`config.mk`:
```
export PLATFORM = sky130hd
export DESIGN_NAME = instr_fetch_unit
export DESIGN_NICKNAME = d
export VERILOG_FILES = /design/src/rtl/instr_fetch_unit_pkg.sv /design/src/rtl/instr_fetch_unit_fetch_fifo.sv /design/src/rtl/instr_fetch_unit.sv
export SDC_FILE = /design/constraint.sdc
export NUM_CORES = 1
export LEC_CHECK = 0
export CAP_MARGIN = 10
export CORE_MARGIN = 2
export CORE_UTILIZATION = 38
export CTS_BUF_LIST = sky130_fd_sc_hd__clkbuf_4
export CTS_CLUSTER_SIZE = 8
export DETAILED_ROUTE_END_ITERATION = 10
export REMOVE_ABC_BUFFERS = 1
export SLEW_MARGIN = 20
export SYNTH_ARGS = -nofsm -noshare
export SYNTH_HDL_FRONTEND = slang
export SYNTH_SLANG_ARGS = --single-unit
```
`constraint.sdc`:
```
create_clock -name clk -period 4.15 [get_ports clk]
set_clock_uncertainty 0.05 [all_clocks]
set_input_delay 0.415 -clock clk [delete_from_list [all_inputs] [get_ports clk]]
set_output_delay 0.415 -clock clk [all_outputs]
set_load 0.1 [all_outputs]
```
`src/rtl/instr_fetch_unit_pkg.sv`:
```
// Shared definitions for the instruction fetch unit: fault codes, FSM states, NOP constant.
package instr_fetch_unit_pkg;

  localparam int unsigned FAULT_W = 2;

  localparam logic [FAULT_W-1:0] FETCH_OK       = 2'b00;
  localparam logic [FAULT_W-1:0] FETCH_MISALIGN = 2'b01;
  localparam logic [FAULT_W-1:0] FETCH_BUSERR   = 2'b10;

  // addi x0, x0, 0
  localparam logic [31:0] RV_NOP = 32'h0000_0013;

  typedef enum logic [1:0] {
    ST_IDLE = 2'd0,
    ST_REQ  = 2'd1,
    ST_WAIT = 2'd2
  } fetch_state_e;

endpackage

```
`src/rtl/instr_fetch_unit_fetch_fifo.sv`:
```
// Small circular buffer of fetched entries; head is read combinationally from storage.
module fetch_fifo #(
  parameter int unsigned DEPTH = 2,
  parameter int unsigned WIDTH = 66
) (
  input  logic                           clk,
  input  logic                           reset,
  input  logic                           push,
  input  logic                           pop,
  input  logic                           clear,
  input  logic [WIDTH-1:0]               wdata,
  output logic [WIDTH-1:0]               rdata,
  output logic [$clog2(DEPTH+1)-1:0]     count
);

  localparam int unsigned PW = $clog2(DEPTH);
  localparam int unsigned CW = $clog2(DEPTH+1);

  logic [WIDTH-1:0] mem [DEPTH];
  logic [PW-1:0]    wptr;
  logic [PW-1:0]    rptr;
  logic             do_pop;
  logic             do_push;

  // Pop on empty is ignored; push on full only lands when a pop frees the slot.
  assign do_pop  = pop && (count != '0);
  assign do_push = push && ((count != CW'(DEPTH)) || do_pop);
  assign rdata   = mem[rptr];

  always_ff @(negedge clk or negedge reset) begin
    if (!reset) begin
      for (int unsigned i = 0; i < DEPTH; i++) mem[i] <= '0;
      wptr  <= '0;
      rptr  <= '0;
      count <= '0;
    end else if (clear) begin
      wptr  <= '0;
      rptr  <= '0;
      count <= '0;
    end else begin
      if (do_push) begin
        mem[wptr] <= wdata;
        wptr      <= wptr + PW'(1);
      end
      if (do_pop) rptr <= rptr + PW'(1);
      count <= count + CW'(do_push) - CW'(do_pop);
    end
  end

endmodule

```
`src/rtl/instr_fetch_unit.sv`:
```
// Fetch stage: takes a PC, performs one instruction-memory read at a time and queues
// {pc, instr, fault} for decode. All state advances on the falling clock edge.
module instr_fetch_unit
  import instr_fetch_unit_pkg::*;
#(
  parameter int unsigned     XLEN        = 32,
  parameter int unsigned     FIFO_DEPTH  = 2,
  parameter logic [XLEN-1:0] FAULT_INSTR = XLEN'(RV_NOP)
) (
  input  logic            clk,
  input  logic            reset,
  input  logic [XLEN-1:0] pc_in,
  input  logic            pc_valid,
  output logic            pc_ready,
  input  logic            flush,
  output logic            imem_req_valid,
  input  logic            imem_req_ready,
  output logic [XLEN-1:0] imem_req_addr,
  input  logic            imem_rsp_valid,
  input  logic [XLEN-1:0] imem_rsp_data,
  input  logic            imem_rsp_err,
  output logic            instr_valid,
  input  logic            instr_ready,
  output logic [XLEN-1:0] instr_data,
  output logic [XLEN-1:0] instr_pc,
  output logic [1:0]      instr_fault
);

  localparam int unsigned EW = 2*XLEN + FAULT_W;
  localparam int unsigned CW = $clog2(FIFO_DEPTH+1);

  fetch_state_e    state;
  fetch_state_e    state_next;
  logic [XLEN-1:0] addr;
  logic [XLEN-1:0] addr_next;
  logic [CW-1:0]   resv;
  logic [CW-1:0]   resv_next;
  logic [CW-1:0]   count;
  logic            drop;
  logic            drop_next;
  logic            push;
  logic [EW-1:0]   push_data;
  logic [EW-1:0]   head;
  logic            accept;

  // A new address is only taken when a slot beyond the in-flight reservations is free.
  assign pc_ready       = reset && (state == ST_IDLE) && !flush && !drop
                          && ((CW'(FIFO_DEPTH) - count) > resv);
  assign accept         = pc_ready && pc_valid;
  assign imem_req_valid = (state == ST_REQ);
  assign imem_req_addr  = addr;
  assign instr_valid    = (count != '0);
  assign {instr_pc, instr_data, instr_fault} = head;

  fetch_fifo #(
    .DEPTH (FIFO_DEPTH),
    .WIDTH (EW)
  ) u_fifo (
    .clk   (clk),
    .reset (reset),
    .push  (push),
    .pop   (instr_ready),
    .clear (flush),
    .wdata (push_data),
    .rdata (head),
    .count (count)
  );

  always_ff @(negedge clk or negedge reset) begin
    if (!reset) begin
      state <= ST_IDLE;
      addr  <= '0;
      resv  <= '0;
      drop  <= 1'b0;
    end else begin
      state <= state_next;
      addr  <= addr_next;
      resv  <= resv_next;
      drop  <= drop_next;
    end
  end

  always_comb begin
    state_next = state;
    addr_next  = addr;
    resv_next  = resv;
    drop_next  = drop;
    push       = 1'b0;
    push_data  = '0;

    if (drop && imem_rsp_valid) drop_next = 1'b0;

    if (flush) begin
      // A read already handed to memory (or handed over this edge) must have its reply swallowed.
      state_next = ST_IDLE;
      resv_next  = '0;
      if (((state == ST_WAIT) && !imem_rsp_valid) || ((state == ST_REQ) && imem_req_ready))
        drop_next = 1'b1;
    end else begin
      unique case (state)
        ST_IDLE: begin
          if (accept) begin
            if (pc_in[1:0] != 2'b00) begin
              push      = 1'b1;
              push_data = {pc_in, FAULT_INSTR, FETCH_MISALIGN};
            end else begin
              addr_next  = pc_in;
              resv_next  = resv + CW'(1);
              state_next = ST_REQ;
            end
          end
        end
        ST_REQ: begin
          if (imem_req_ready) state_next = ST_WAIT;
        end
        ST_WAIT: begin
          if (imem_rsp_valid) begin
            push       = 1'b1;
            push_data  = imem_rsp_err ? {addr, FAULT_INSTR, FETCH_BUSERR}
                                      : {addr, imem_rsp_data, FETCH_OK};
            resv_next  = resv - CW'(1);
            state_next = ST_IDLE;
          end
        end
        default: state_next = ST_IDLE;
      endcase
    end
  end

endmodule

```
# Word-level counts from Yosys, hierarchy flattened
# Index checks and enable logic that the tools add are counted.
[totals]
reg_bits = 173
inputBits = 72
output_inout_bits = 101
elab_cells = 93
[classes]
add_sub_neg = 7
magnitude_cmp = 4
eq_ne = 7
n_mux = 36
n_bitwise = 4
reduce_logical = 26
[op_table]
columns = ["op", "count"]
rows = [
  ["2-to-1 mux 66 bit", 8],
  ["bitwise mux 132 bit", 1],
  ["one-hot mux 66 bit (2 select lines)", 1],
  ["demux 66 bit (select 1 bit)", 1],
  ["2-to-1 mux 34 bit", 1],
  ["2-to-1 mux 2 bit", 10],
  ["AND reduction 4 bit", 3],
  ["logical AND 1 bit", 11],
  ["2-to-1 mux 1 bit", 11],
  ["!= test 3 bit, second input constant", 3],
  ["nonzero test 2 bit", 4],
  ["one-hot mux 2 bit (3 select lines)", 1],
  ["greater-or-equal comparator 2 bit, second input constant", 2],
  ["NOT 1 -> 2 bit", 2],
  ["one-hot mux 2 bit (2 select lines)", 1],
  ["zero test 1 bit", 3],
  ["!= test 3 x 2 -> 1 bit, second input constant", 1],
  ["nonzero test 3 bit", 1],
  ["adder 1 bit, second input constant", 2],
  ["adder 2 x 1 -> 2 bit", 1],
  ["adder 2 x 1 -> 2 bit, second input constant", 1],
  ["equality test 2 x 1 -> 1 bit, second input constant", 1],
  ["equality test 2 bit, second input constant", 1],
  ["> comparator 2 bit", 1],
  ["10 further kinds", 12],
]

# Logic depth before layout (Yosys ltp)
[logic_depth]
ltp_word = 13
depth_mapped = 15
depth_no_buf = 13

# Modules after synthesis
# A second synthesis with hierarchy kept.
[hier_totals]
hier_cells = 576
area_unflattened_um2 = 8396.8
[by_module_without_submodules]
columns = ["mod", "instances", "cells_per_inst", "area_per_inst_um2", "seq_area_each_um2"]
rows = [
  ["fetch_fifo", 1, 373, 6053.3, 3403.3],
  ["instr_fetch_unit", 1, 203, 2343.5, 925.9],
]

==> qor.yml <==
antenna_violations_before_repair: 0
layout.filler_cells: 1708
grt_start_max_net_pins: 73
startpoint_type: "flop"
cts_root_buf: "sky130_fd_sc_hd__clkbuf_4"
worst_hold_path_endpoint: "u_fifo.mem[21]$_DFFE_NN0P_"
synthToLayoutAreaGrowth_pct: 47.53
finalMaxSlewViolations: 0
worstSkewPairLatency_ps: 480
synth_cell_type_count: 45
finalHoldWorstSlack_ps: 389.2
setup-violations-final: 67
core_um2: 20890
synth_area_in_adders: 0.009365
antenna-diode-count: 0
synth-seq-cells: 173
critical_path.slowest_cell: "sky130_fd_sc_hd__dfrtn_1"
grt_pass1_vias: 6808
dpl.hpwl_um: 14540
slowest_delay_ps: 430
grt_setup_unrepaired: "true"
syn_avg_cell_area_um2: 12.43
end_kind: "primary output"
cp.arrival_ps: 4250
drive_gt1_frac: 0.3762
globalRouteTotalUtil: 0.2139
layout_setup_ws_ps: -569.9
ys_seq_area_frac: 0.5400
numCtsBuffers: 17
hold_path.class: "reg2reg"
capture_instance_of_the_worst_register_to_register_path: "u_fifo.count[1]$_DFF_NN0_"
compound_gate_fraction_of_synth_area: 0.2087
most_common_flop_cell_mapped_by_yosys: "sky130_fd_sc_hd__dfrtn_1"
port_buffers: 172
reg2reg_slack_ps: 1420
cell_area_after_synthesis_um2: 8016
final_nets: 921
critical_path_required_ps: 3680
wire_length_of_the_first_global_routing_pass_um: 37280
drt-pass1-iter-count: 4
route.detailed.wl_per_inst_um: 20.36
worst_setup_hold_path_clk_slew_ps: 90
placementRows: 53
synth_async_sr_flop_share: 1.000
num_io_pins: 173
worstHoldStart: "u_fifo.mem[21]$_DFFE_NN0P_"
postRouteAntennaNets: 0
synth-simple-area-share: 0.03683
holdPathStages: 1
worst_slew_margin_rel: 0.3721
muxShareOfSynthArea: 0.1466
drt_drc_violations_left: 0
initialDrtViolationCount: 334
commonest_cells_after_routing_fill_and_taps_aside: "sky130_fd_sc_hd__dfrtn_1, sky130_fd_sc_hd__a21oi_1, sky130_fd_sc_hd__mux2_4"
tightest_slew_ps: 941.9
synth_instances: 645
cts_max_path_buffers: 2
htree_levels: 4
dpl_worst_slack_ps: -375.5
cts_tree: "built"
synth_xor_area_frac: 0.004370
layout.cells.most_common: "sky130_fd_sc_hd__dfrtn_1"
num_vias: 6265
synth_top_family_by_area: "compound AO/OA/AOI/OAI gates"
crit_path_start: "u_fifo.count[1]$_DFF_NN0_"
reg2regPathDepth: 14
chipHeight_um: 149.2
replace_congestion: 0.8162
die_w_um: 149.2
synth.yosys.warnings: 0
timing.final.hold_violations: 0
failed_checks: "negative setup slack"
ws_path_type: "reg2out"
crit_path_cell_trace: "inv_2, ha_4, inv_2, ha_4, nor2b_4, o2111a_2, and2_4, buf_12"
floorplan.die_area_um2: 22270
status: "finished, violations left"
finalWirelength_um: 23030
floorplan.initialDensity: 0.3838
r2r-start: "u_fifo.count[1]$_DFF_NN0_"
worstPathMaxFanout: 2
grt_overflow_total: 0
via_per_inst: 5.539
cts.sinks: 173
drv_cap: 0
synth_edf_count: 0
cts.hold.buffers_added: 0
==> cell type report <==
class / instances / area (um2) / area share
Timing Repair Buffer: 242 / 3238 / 0.2738
Multi-Input combinational cell: 398 / 3562 / 0.3012
Inverter: 11 / 41.29 / 0.003491
Clock buffer: 17 / 127.6 / 0.01079
Clock inverter: 15 / 183.9 / 0.01555
Tap cell: 275 / 344.1 / 0.02909
Sequential cell: 173 / 4329 / 0.3661
==> stage by stage <==
| stage | cells | utilization | area (um2) | TNS (ps) |
|---|---|---|---|---|
| finish | 1131 | 0.5662 | 11830 | -15060 |
| global route | 1131 | 0.5662 | 11830 | -22020 |
| CTS | 1135 | 0.5684 | 11870 | -20340 |
| detailed placement | 1076 | 0.5181 | 10820 | -47390 |
| global placement | 1076 | 0.5181 | 10820 | -40220 |
| floorplan | 582 | - | 7624 | -128540 |
==> worst max-delay path, delay by kind of cell (launching register included) <==
| kind | cells | cell delay (ps) |
|---|---|---|
| AOI/OAI and AO/OA | 1 | 270 |
| adders and majority gates | 2 | 480 |
| buffers and inverters | 3 | 250 |
| DFF | 1 | 430 |
| and+or+nand+nor | 2 | 270 |
==> kinds of logic after synthesis <==
logic type	count (synthesis)
AOI/OAI and AO/OA	246
xor gates and xnor gates	4
adders and majority gates	6
buffers and inverters	74
DFF	173
muxes	95
and+or+nand+nor	47
==> worst max-delay path by stage <==
stage | endpoint | slack (ps)
6_report | pc_ready | -570
3_5_place_dp | u_fifo.mem[33]$_DFFE_NN0P_ | -380
5_1_grt | pc_ready | -690
2_1_floorplan | instr_fault[0] | -1910
3_3_place_gp | u_fifo.count[1]$_DFF_NN0_ | -320
4_1_cts | pc_ready | -670
==> what timing repair did <==
action / CTS / global route
cloned: 10 / 0
buffers inserted: 19 / 2
setup endpoints to repair: 68 / 67
pin swaps: 3 / 2
resized for setup: 93 / 16
==> synthesized netlist by cell type (all sizes together) (4+ instances only) <==
| cell type | n | area [um2] |
|---|---|---|
| a21oi | 132 | 660.6 |
| a22oi | 32 | 240.2 |
| a32o | 58 | 580.6 |
| and2 | 4 | 25.02 |
| buf | 45 | 325.3 |
| clkbuf | 18 | 67.56 |
| dfrtn | 173 | 4329 |
| ha | 6 | 75.07 |
| inv | 11 | 41.29 |
| mux2 | 95 | 1175 |
| nand2 | 10 | 37.54 |
| nor2 | 11 | 53.80 |
| nor2b | 9 | 66.31 |
| nor3 | 5 | 52.55 |
| o21ai | 7 | 35.03 |
| o32a | 6 | 60.06 |
==> registers in the layout, indices dropped and copies added, names as in the netlist <==
signal and count:
u_fifo.mem 132, imem_req_addr 32, resv 2, state 2, u_fifo.count 2, drop 1, u_fifo.rptr 1, u_fifo.wptr 1
==> layer usage <==
| layer | part of all wire | GRT usage |
|---|---|---|
| met5 | 0 | 0 |
| met3 | 0.052 | 0.04006 |
| met4 | 0.011 | 0.05286 |
| met1 | 0.46 | 0.3006 |
| met2 | 0.48 | 0.3433 |
Power is left out: the tool's default activity adds up to more than one toggle a clock period on the data nets, which glitch-free logic cannot reach.
